## src/rtl/wb_update.sv

```systemverilog
// wb_update: live weight/bias store and batch sequencer downstream of the backprop block.
// Define WB_UPD_SAT_EN to saturate parameter updates; by default they wrap.
module wb_update #(
    parameter int unsigned N_IN   = 2,
    parameter int unsigned N_HL_P = 3,
    parameter int unsigned N_OUT  = 2,
    parameter int unsigned WIDTH  = 32,
    parameter int unsigned FRAC   = 24,
    parameter int unsigned BATCH  = 4
) (
    input  logic                                  clk,
    input  logic                                  rst,
    input  logic                                  i_smpl_vld,
    output logic                                  o_ready,
    output logic                                  o_accu,
    output logic                                  o_rst_btch,
    input  logic [N_OUT*WIDTH-1:0]                i_d_bias_o,
    input  logic [N_HL_P*WIDTH-1:0]               i_d_bias_hd,
    input  logic [N_HL_P*N_OUT*WIDTH-1:0]         i_d_wght_o,
    input  logic [N_HL_P*N_IN*WIDTH-1:0]          i_d_wght_hd,
    input  logic                                  i_ld,
    input  logic [(N_OUT + N_HL_P + N_HL_P*N_OUT + N_HL_P*N_IN)*WIDTH-1:0] i_ld_par,
    output logic [N_OUT*WIDTH-1:0]                o_bias_o,
    output logic [N_HL_P*WIDTH-1:0]               o_bias_hd,
    output logic [N_HL_P*N_OUT*WIDTH-1:0]         o_wght_o,
    output logic [N_HL_P*N_IN*WIDTH-1:0]          o_wght_hd,
    output logic                                  o_busy,
    output logic                                  o_upd_done,
    output logic [15:0]                           o_n_upd
);

    localparam int unsigned N_PAR   = N_OUT + N_HL_P + N_HL_P*N_OUT + N_HL_P*N_IN;
    localparam int unsigned KW      = (N_PAR > 1) ? $clog2(N_PAR) : 1;
    localparam int unsigned SCW     = (BATCH > 1) ? $clog2(BATCH) : 1;
    localparam int unsigned OFF_BHD = N_OUT * WIDTH;
    localparam int unsigned OFF_WO  = OFF_BHD + N_HL_P * WIDTH;
    localparam int unsigned OFF_WHD = OFF_WO + N_HL_P * N_OUT * WIDTH;
    localparam logic [KW-1:0]  K_LAST  = KW'(N_PAR - 1);
    localparam logic [SCW-1:0] S_LAST  = SCW'(BATCH - 1);

    if (BATCH < 1 || FRAC >= WIDTH) begin : g_param_check
        $error("wb_update: BATCH must be >= 1 and FRAC < WIDTH");
    end

    typedef enum logic [1:0] {StClr, StAcc, StUpd} state_t;

    state_t               state_q, state_d;
    logic [WIDTH-1:0]     par_q [N_PAR];
    logic [KW-1:0]        k_q;
    logic [SCW-1:0]       smpl_cnt_q;
    logic [15:0]          n_upd_q;
    logic                 upd_done_q;

    logic [N_PAR*WIDTH-1:0] d_flat;
    logic [N_PAR*WIDTH-1:0] par_flat;
    logic [WIDTH-1:0]     p_sel;
    logic [WIDTH-1:0]     d_sel;
    logic [WIDTH-1:0]     upd_word;
    logic                 smpl_acc;
    logic                 batch_last;
    logic                 upd_last;

    // Delta words share the parameter index order: bias_o, bias_hd, wght_o, wght_hd.
    assign d_flat     = {i_d_wght_hd, i_d_wght_o, i_d_bias_hd, i_d_bias_o};
    assign smpl_acc   = (state_q == StAcc) && i_smpl_vld;
    assign batch_last = smpl_acc && (smpl_cnt_q == S_LAST);
    assign upd_last   = (state_q == StUpd) && (k_q == K_LAST);

    assign p_sel = par_q[k_q];
    assign d_sel = d_flat[int'(k_q)*WIDTH +: WIDTH];

`ifdef WB_UPD_SAT_EN
    logic [WIDTH:0] diff;

    always_comb begin
        diff = {p_sel[WIDTH-1], p_sel} - {d_sel[WIDTH-1], d_sel};
        if (diff[WIDTH] != diff[WIDTH-1]) begin
            upd_word = diff[WIDTH] ? {1'b1, {(WIDTH-1){1'b0}}} : {1'b0, {(WIDTH-1){1'b1}}};
        end else begin
            upd_word = diff[WIDTH-1:0];
        end
    end
`else
    assign upd_word = p_sel - d_sel;
`endif

    // State register
    always_ff @(posedge clk or posedge rst) begin
        if (rst) begin
            state_q <= StClr;
        end else begin
            state_q <= state_d;
        end
    end

    // Next-state logic; a load restarts the batch from CLR in every state.
    always_comb begin
        state_d = state_q;
        if (i_ld) begin
            state_d = StClr;
        end else begin
            unique case (state_q)
                StClr:   state_d = StAcc;
                StAcc:   if (batch_last) state_d = StUpd;
                StUpd:   if (upd_last) state_d = StClr;
                default: state_d = StClr;
            endcase
        end
    end

    // Output decode
    always_comb begin
        o_rst_btch = 1'b0;
        o_ready    = 1'b0;
        o_accu     = 1'b0;
        o_busy     = 1'b0;
        unique case (state_q)
            StClr: o_rst_btch = 1'b1;
            StAcc: begin
                o_ready = 1'b1;
                o_accu  = i_smpl_vld;
            end
            StUpd: o_busy = 1'b1;
            default: o_rst_btch = 1'b1;
        endcase
    end

    // Parameter store, counters and completion pulse
    always_ff @(posedge clk or posedge rst) begin
        if (rst) begin
            for (int k = 0; k < N_PAR; k++) begin
                par_q[k] <= '0;
            end
            k_q        <= '0;
            smpl_cnt_q <= '0;
            n_upd_q    <= '0;
            upd_done_q <= 1'b0;
        end else if (i_ld) begin
            for (int k = 0; k < N_PAR; k++) begin
                par_q[k] <= i_ld_par[k*WIDTH +: WIDTH];
            end
            k_q        <= '0;
            smpl_cnt_q <= '0;
            upd_done_q <= 1'b0;
        end else begin
            upd_done_q <= upd_last;
            if (smpl_acc) begin
                smpl_cnt_q <= batch_last ? '0 : smpl_cnt_q + 1'b1;
            end
            if (state_q == StUpd) begin
                par_q[k_q] <= upd_word;
                k_q        <= upd_last ? '0 : k_q + 1'b1;
                if (upd_last) begin
                    n_upd_q <= n_upd_q + 16'd1;
                end
            end
        end
    end

    always_comb begin
        par_flat = '0;
        for (int k = 0; k < N_PAR; k++) begin
            par_flat[k*WIDTH +: WIDTH] = par_q[k];
        end
    end

    assign o_bias_o   = par_flat[0 +: N_OUT*WIDTH];
    assign o_bias_hd  = par_flat[OFF_BHD +: N_HL_P*WIDTH];
    assign o_wght_o   = par_flat[OFF_WO +: N_HL_P*N_OUT*WIDTH];
    assign o_wght_hd  = par_flat[OFF_WHD +: N_HL_P*N_IN*WIDTH];
    assign o_upd_done = upd_done_q;
    assign o_n_upd    = n_upd_q;

endmodule

```

## config.mk

```make
export PLATFORM = sky130hd
export DESIGN_NAME = wb_update
export DESIGN_NICKNAME = d
export VERILOG_FILES = /design/src/rtl/wb_update.sv
export SDC_FILE = /design/constraint.sdc
export NUM_CORES = 2
export LEC_CHECK = 0
export CORE_AREA = 10 10 631 633
export DETAILED_ROUTE_END_ITERATION = 10
export DIE_AREA = 0 0 641 643
export PLACE_DENSITY = 0.3
export SLEW_MARGIN = 25
export SYNTH_ARGS = -nofsm -noshare
export SYNTH_HDL_FRONTEND = slang
export SYNTH_SLANG_ARGS = --single-unit
```

## constraint.sdc

```tcl
create_clock -name clk -period 24 [get_ports clk]
set_clock_uncertainty 0.1 [all_clocks]
set_input_delay 3.6 -clock clk [delete_from_list [all_inputs] [get_ports clk]]
set_output_delay 3.6 -clock clk [all_outputs]
set_load 0.01 [all_outputs]
```

### Yosys cells after proc, flatten, opt, wreduce, memory -nomap -nowiden

Cells that the tools add are included.

| word-level totals | value |
|---|---|
| input port bits | 1092 |
| bits in registers | 570 |
| word-level logic and storage cells | 70 |
| output and inout port bits | 565 |

| operators by class | value |
|---|---|
| equality and inequality tests | 6 |
| muxes and demuxes | 23 |
| $add $sub $neg | 4 |
| reductions and logical operators | 10 |
| shift-type cells | 1 |
| bitwise gates (word level) | 2 |
| magnitude comparators | 2 |

Operator list:

| operator | number |
|---|---|
| $mux 544 | 2 |
| $bwmux 544 | 1 |
| $shiftx 544x11->32 | 1 |
| $bmux 32 s5 | 1 |
| $demux 32 s5 | 1 |
| $mux 32 | 3 |
| $sub 32x32->32 | 1 |
| $add 16x1->16 const B | 1 |
| $mux 5 | 3 |
| $mux 2 | 6 |
| $ge 6x6->1 const B | 1 |
| $lt 6x1->1 const B | 1 |
| $ne 3x3->1 const B | 2 |
| $not 5->6 | 1 |
| $pmux 2 s3 | 1 |
| $add 5x1->5 const B | 1 |
| $eq 5x5->1 const B | 1 |
| $mux 1 | 5 |
| $eq 2x2->1 const B | 2 |
| $logic_and 1x1->1 | 4 |
| $reduce_bool 2->1 | 2 |
| $reduce_and 3->1 | 1 |
| $add 2x1->2 const B | 1 |
| $eq 2x1->1 const B | 1 |
| 4 further kinds | 4 |

### Depth between registers and ports, before layout

| depth | value |
|---|---|
| word-level depth | 8 |
| gate-level depth with buffers | 21 |
| gate-level depth less buffers | 17 |

### Least setup slack after synthesis

Ideal clock, no wire load.

| timing | value |
|---|---|
| path type | input -> output |
| start | in i_smpl_vld |
| end | out o_accu |
| stages on the path | 2 |
| path buffers | 0 |
| required time | 20300 ps |
| setup slack | 16513 ps |
| arrival | 3787 ps |
| cells stage by stage | nand2_1 -> inv_1 |

| on the way | value |
|---|---|
| longest elaborated chain between the ends | 1 |

RTL lines:

| item | line | text |
|---|---|---|
| from (decl) | 13 | `input logic i_smpl_vld,` |
| $mux 1 | 117 | `unique case (state_q)` |
| to (decl) | 15 | `output logic o_accu,` |

No other way between the ends.

### Worst setup path in the final report

| timing | value |
|---|---|
| start | in i_d_bias_hd[21] |
| end | reg par_q (netlist bit o_wght_o[61]) |

| on the way | value |
|---|---|
| longest elaborated chain between the ends | 5 |

RTL lines:

| item | line | text |
|---|---|---|
| from (decl) | 18 | `input logic [N_HL_P*WIDTH-1:0] i_d_bias_hd,` |
| $shiftx 544x11->32 | 70 | `assign d_sel = d_flat[int'(k_q)*WIDTH +: WIDTH];` |
| $sub 32x32->32 | 84 | `assign upd_word = p_sel - d_sel;` |
| $bwmux 544 | 151 | `par_q[k_q] <= upd_word;` |
| $mux 544 | 150 | `if (state_q == StUpd) begin` |
| $mux 544 | 138 | `end else if (i_ld) begin` |
| to (signal, indexed assignment) | 140 | `par_q[k] <= i_ld_par[k*WIDTH +: WIDTH];` |
| to (signal, indexed assignment) | 151 |  |
| to (decl) | 48 | `logic [WIDTH-1:0] par_q [N_PAR];` |

No other way between the ends. The select of a mux whose other input is x is not followed.
A chain may end at the register's enable or synchronous reset.

==> reports/results.md <==
* post-synthesis net count: 4521
* #FFs+latches synth: 570
* CTS Sinks: 570
* number of failing hold endpoints at the final stage: 0
* Post-CTS Setup Repair Bufs: 0
* master of the slowest instance on the critical path: a221oi_1
* share of final-layout standard cells stronger than drive strength 1: 12.6%
* sequential share of power: 21.6%
* CTS H-Tree Depth: 3
* vias in the first global route: 40600
* clock share of power: 23.8%
* Worst IR Drop VDD: 0.0650 mV
* fillers: 43000
* CP max FO: 17
* run status: completed
* CTS tree: yes
* Hold/Removal Path Class: flip-flop to flip-flop
* Min-Delay Startpoint: o_n_upd[12]
* share of total power in combinational logic: 54.6%
* average wire length per cell after detail routing: 43.1 µm
* clock tree root driver cell: clkbuf_16
* slew at the pin with the worst max-slew slack: 1.12 ns
* CP peak stage delay: 0.66 ns
* library cells used by synthesis: 68
* minimum hold slack: 0.401 ns
* Avg Synthesized Cell Area: 10.2 µm²
* total core area: 0.385 mm²
* P_sw: 2880 µW
* weighted congestion reported at the end of routability-driven placement: 0.934
* period utilisation layout: 38.6%
* internal cell power: 2730 µW
* power density cells: 92.0 mW/mm²
* ports placed on the boundary: 1657
* timing-limited maximum frequency: 0.108 GHz
* count of hold-fix buffers inserted at cts: 0
* Worst slew margin: 25.2%
* RSZ-0062 raised after global routing: false
* Via Count: 39600
* buffers added on ports: 1656
* cts repair resizes: 0
* GRT Total Usage: 20.1%
* HPWL after DPL: 362 mm
* number of placement rows: 228
* antenna violations before repair: 238
* EDFF count, synth: 0
* Longest Clk Path Bufs: 3
* overflow left after global routing: 0
* fraction of registers with async set or reset after synthesis: 100%
* Netlist Area Pre-Place: 0.0347 mm²
* via density per instance: 3.91
* final setup TNS: 0 ns
* wire length of the first global-routing pass: 536 mm
* Die Span X: 641 µm
* required time worst endpoint: 24.45 ns
* signed area change from the synthesized netlist to the final layout: 75.9%
* leading register cell type out of synthesis: dfrtp_1
* clock-pin slew of the registers on the worst-case setup and hold paths: 0.06 ns
* Yosys warning count: 0
* kind of capture point of the worst setup path: flip-flop
* First-pass DRT Iterations: 7
* post-detailed-routing wire length: 435 mm
* crit path kind: primary input to flip-flop
* drt first-iter violations: 3332
* LEAKAGE: 0.0218 µW
* min Tclk post-route: 9.26 ns
* post-route antenna net violation count: 0
* Max Cap Viol: 0
* data arrival at the endpoint of the critical path: 9.71 ns
* total of endpoints with negative setup slack in the final report: 0
* Sw Ratio: 51.3%
* Cells after Synth: 3386
* sequence of cells on the critical path: clkdlybuf4s50_1, mux4_2, mux2i_1, nor2_1, a21oi_1, nor2_1, a221oi_1, ha_1, nand3_1, or4_1, a211oi_1, a21oi_1, o21ai_0, xnor2_2, buf_4, o221ai_1
* origin of the critical flop-to-flop path: k_q[1]
* launch point of the worst path: i_d_bias_hd[21]
* number of CTS-inserted buffers: 83
* sequential share of the synthesized area: 41.2%
* number of nets in the layout: 6058
* kind of start point of the critical path: primary input
* effective utilization at floorplan: 9.01%
* remaining routing DRC violations: 0
* clock network latency to the later pin of the worst-skew pair: 0.76 ns
* Die ar.: 0.412 mm²
* final number of max-transition violations: 0
* largest net degree at the start of global routing: 211
* floorplan die height: 643 µm
==> metrics by stage <==
| step | setup WS, ns | cell area [µm²] | power [µW] | utilization, % | instances |
|---|---|---|---|---|---|
| 6_report | 14.74 | 61000 | 5610 | 15.8 | 10100 |
| 4_1_cts | 14.75 | 60800 | 5760 | 15.8 | 10100 |
| 5_1_grt | 14.57 | 60900 | 5840 | 15.8 | 10100 |
| 2_1_floorplan | 4.36 | 34700 | 2210 | - | 3386 |
| 3_3_place_gp | 13.39 | 57900 | 4390 | 15.0 | 9895 |
| 3_5_place_dp | 14.00 | 58000 | 4380 | 15.1 | 9898 |
==> logic make-up after synthesis <==
family / after synthesis / share of synthesized area (%)
flops: 570 / 41.2
buf+inv: 366 / 4.08
xor+xnor: 45 / 1.16
mux: 384 / 20.4
compound gates: 1213 / 22.0
simple gates: 765 / 9.62
fa+ha+maj: 43 / 1.57
==> registers in the layout (all words and copies together), names as in the netlist <==
register,count
state_q,2
k_q,5
smpl_cnt_q,2
o_bias_o,64
o_upd_done,1
o_bias_hd,96
o_wght_o,192
o_n_upd,16
o_wght_hd,192
==> final cells by class <==
type / instances / area, µm² / area share, %
multi-input cells: 2450 / 19600 / 32.1
repair buffers: 1783 / 17700 / 28.9
flip-flops and latches: 570 / 14300 / 23.4
well taps: 5060 / 6330 / 10.4
clock buffers: 126 / 2430 / 3.98
clock inverters: 27 / 417 / 0.683
diodes: 59 / 148 / 0.242
inverters: 35 / 139 / 0.228
==> routing by layer <==
metal	routed length [µm]	share of wire (%)	track usage, %	vias up
met4	12600	2.9	4.38	70
met1	158000	36	21.7	20900
li1	-	-	-	16100
met3	33700	7.7	6.01	553
met2	231000	53	38.4	2003
met5	467	0.11	0	-
==> worst paths after layout <==
kind,cells past startpoint,slack (ns),end
hold / removal,1,0.40,o_n_upd[12]
min in group asynchronous,2,3.26,o_bias_hd[90]
max in group asynchronous,7,16.15,o_wght_o[112]
hold reg to reg,1,0.40,o_n_upd[12]
setup reg to reg,19,15.29,o_wght_o[61]
setup / recovery,16,14.74,o_wght_o[61]
==> power groups by stage <==
stage	Sequential (µW)	Clock, µW	Combinational [µW]
global placement	1230	0	3160
detailed placement	1230	0	3150
finish	1210	1340	3060
floorplan	1180	0	1020
CTS	1210	1380	3160
global route	1220	1410	3210
==> cells in the mapped netlist, types with 3 or more instances <==
| master | count | share of area (%) |
|---|---|---|
| o21ai_0 | 465 | 6.7 |
| o21a_1 | 8 | 0.17 |
| a22o_1 | 12 | 0.30 |
| a22oi_1 | 257 | 5.6 |
| buf_2 | 18 | 0.26 |
| nand2_1 | 354 | 3.8 |
| inv_1 | 35 | 0.38 |
| nor3_1 | 5 | 0.072 |
| dfrtp_1 | 570 | 41 |
| o221ai_1 | 67 | 1.7 |
| o21bai_1 | 3 | 0.065 |
| a21boi_0 | 3 | 0.065 |
| and4_1 | 3 | 0.076 |
| a221o_1 | 24 | 0.69 |
| nor2b_1 | 13 | 0.23 |
| or2_2 | 4 | 0.072 |
| mux2i_1 | 111 | 3.2 |
| and3_1 | 14 | 0.25 |
| xor2_1 | 18 | 0.45 |
| nor3b_1 | 48 | 1.0 |
| ha_1 | 42 | 1.5 |
| mux2_2 | 17 | 0.55 |
| mux4_1 | 4 | 0.30 |
| mux4_2 | 252 | 16 |
| a21o_1 | 27 | 0.58 |
| nor2_1 | 239 | 2.6 |
| or3_1 | 6 | 0.11 |
| clkbuf_1 | 287 | 3.1 |
| o21ai_2 | 10 | 0.25 |
| a21oi_1 | 237 | 3.4 |
| a211oi_1 | 3 | 0.065 |
| a221oi_1 | 32 | 0.81 |
| nand3_1 | 40 | 0.58 |
| o211ai_1 | 6 | 0.13 |
| and2_1 | 11 | 0.20 |
| nand2b_1 | 8 | 0.14 |
| buf_1 | 24 | 0.26 |
| xnor2_1 | 26 | 0.66 |
| a222oi_1 | 17 | 0.49 |
| nand4_1 | 11 | 0.20 |
| a31oi_1 | 20 | 0.36 |
==> cells in the final DEF, fill, tap and decap left out, types with 9 or more instances in the layout <==
master           netlist  layout
nor3b_1               48      47
a22o_1                12      12
xnor2_2                1      18
clkbuf_1             287      24
a21o_1                27      27
mux2i_1              111     111
inv_1                 35      34
clkbuf_8               0      19
nand4_1               11      11
xnor2_1               26       9
o221ai_1              67      67
clkinv_2               0      10
a221oi_1              32      29
clkdlybuf4s50_1        0    1651
nand3_2                0      11
nand3_1               40      26
nand2_1              354     353
buf_4                  0     117
dfrtp_1              570     565
o21ai_0              465     461
a21oi_1              237     237
mux4_2               252     252
o21ai_2               10      11
nor2b_1               13      11
a31oi_1               20      12
ha_1                  42      41
diode_2                0      59
mux2_2                17      17
nor2_1               239     233
and3_1                14      13
a22oi_1              257     257
clkbuf_16              0      83
a222oi_1              17      17
and2_1                11      10
a221o_1               24      24
==> worst max-delay path: cells and delay by family <==
family / cells / cell delay [ns]
xor+xnor: 1 / 0.19
buf+inv: 2 / 0.80
simple gates: 4 / 1.21
fa+ha+maj: 1 / 0.65
compound gates: 6 / 2.30
mux: 2 / 0.91
Note: power is estimated with default switching activity, not from simulation.
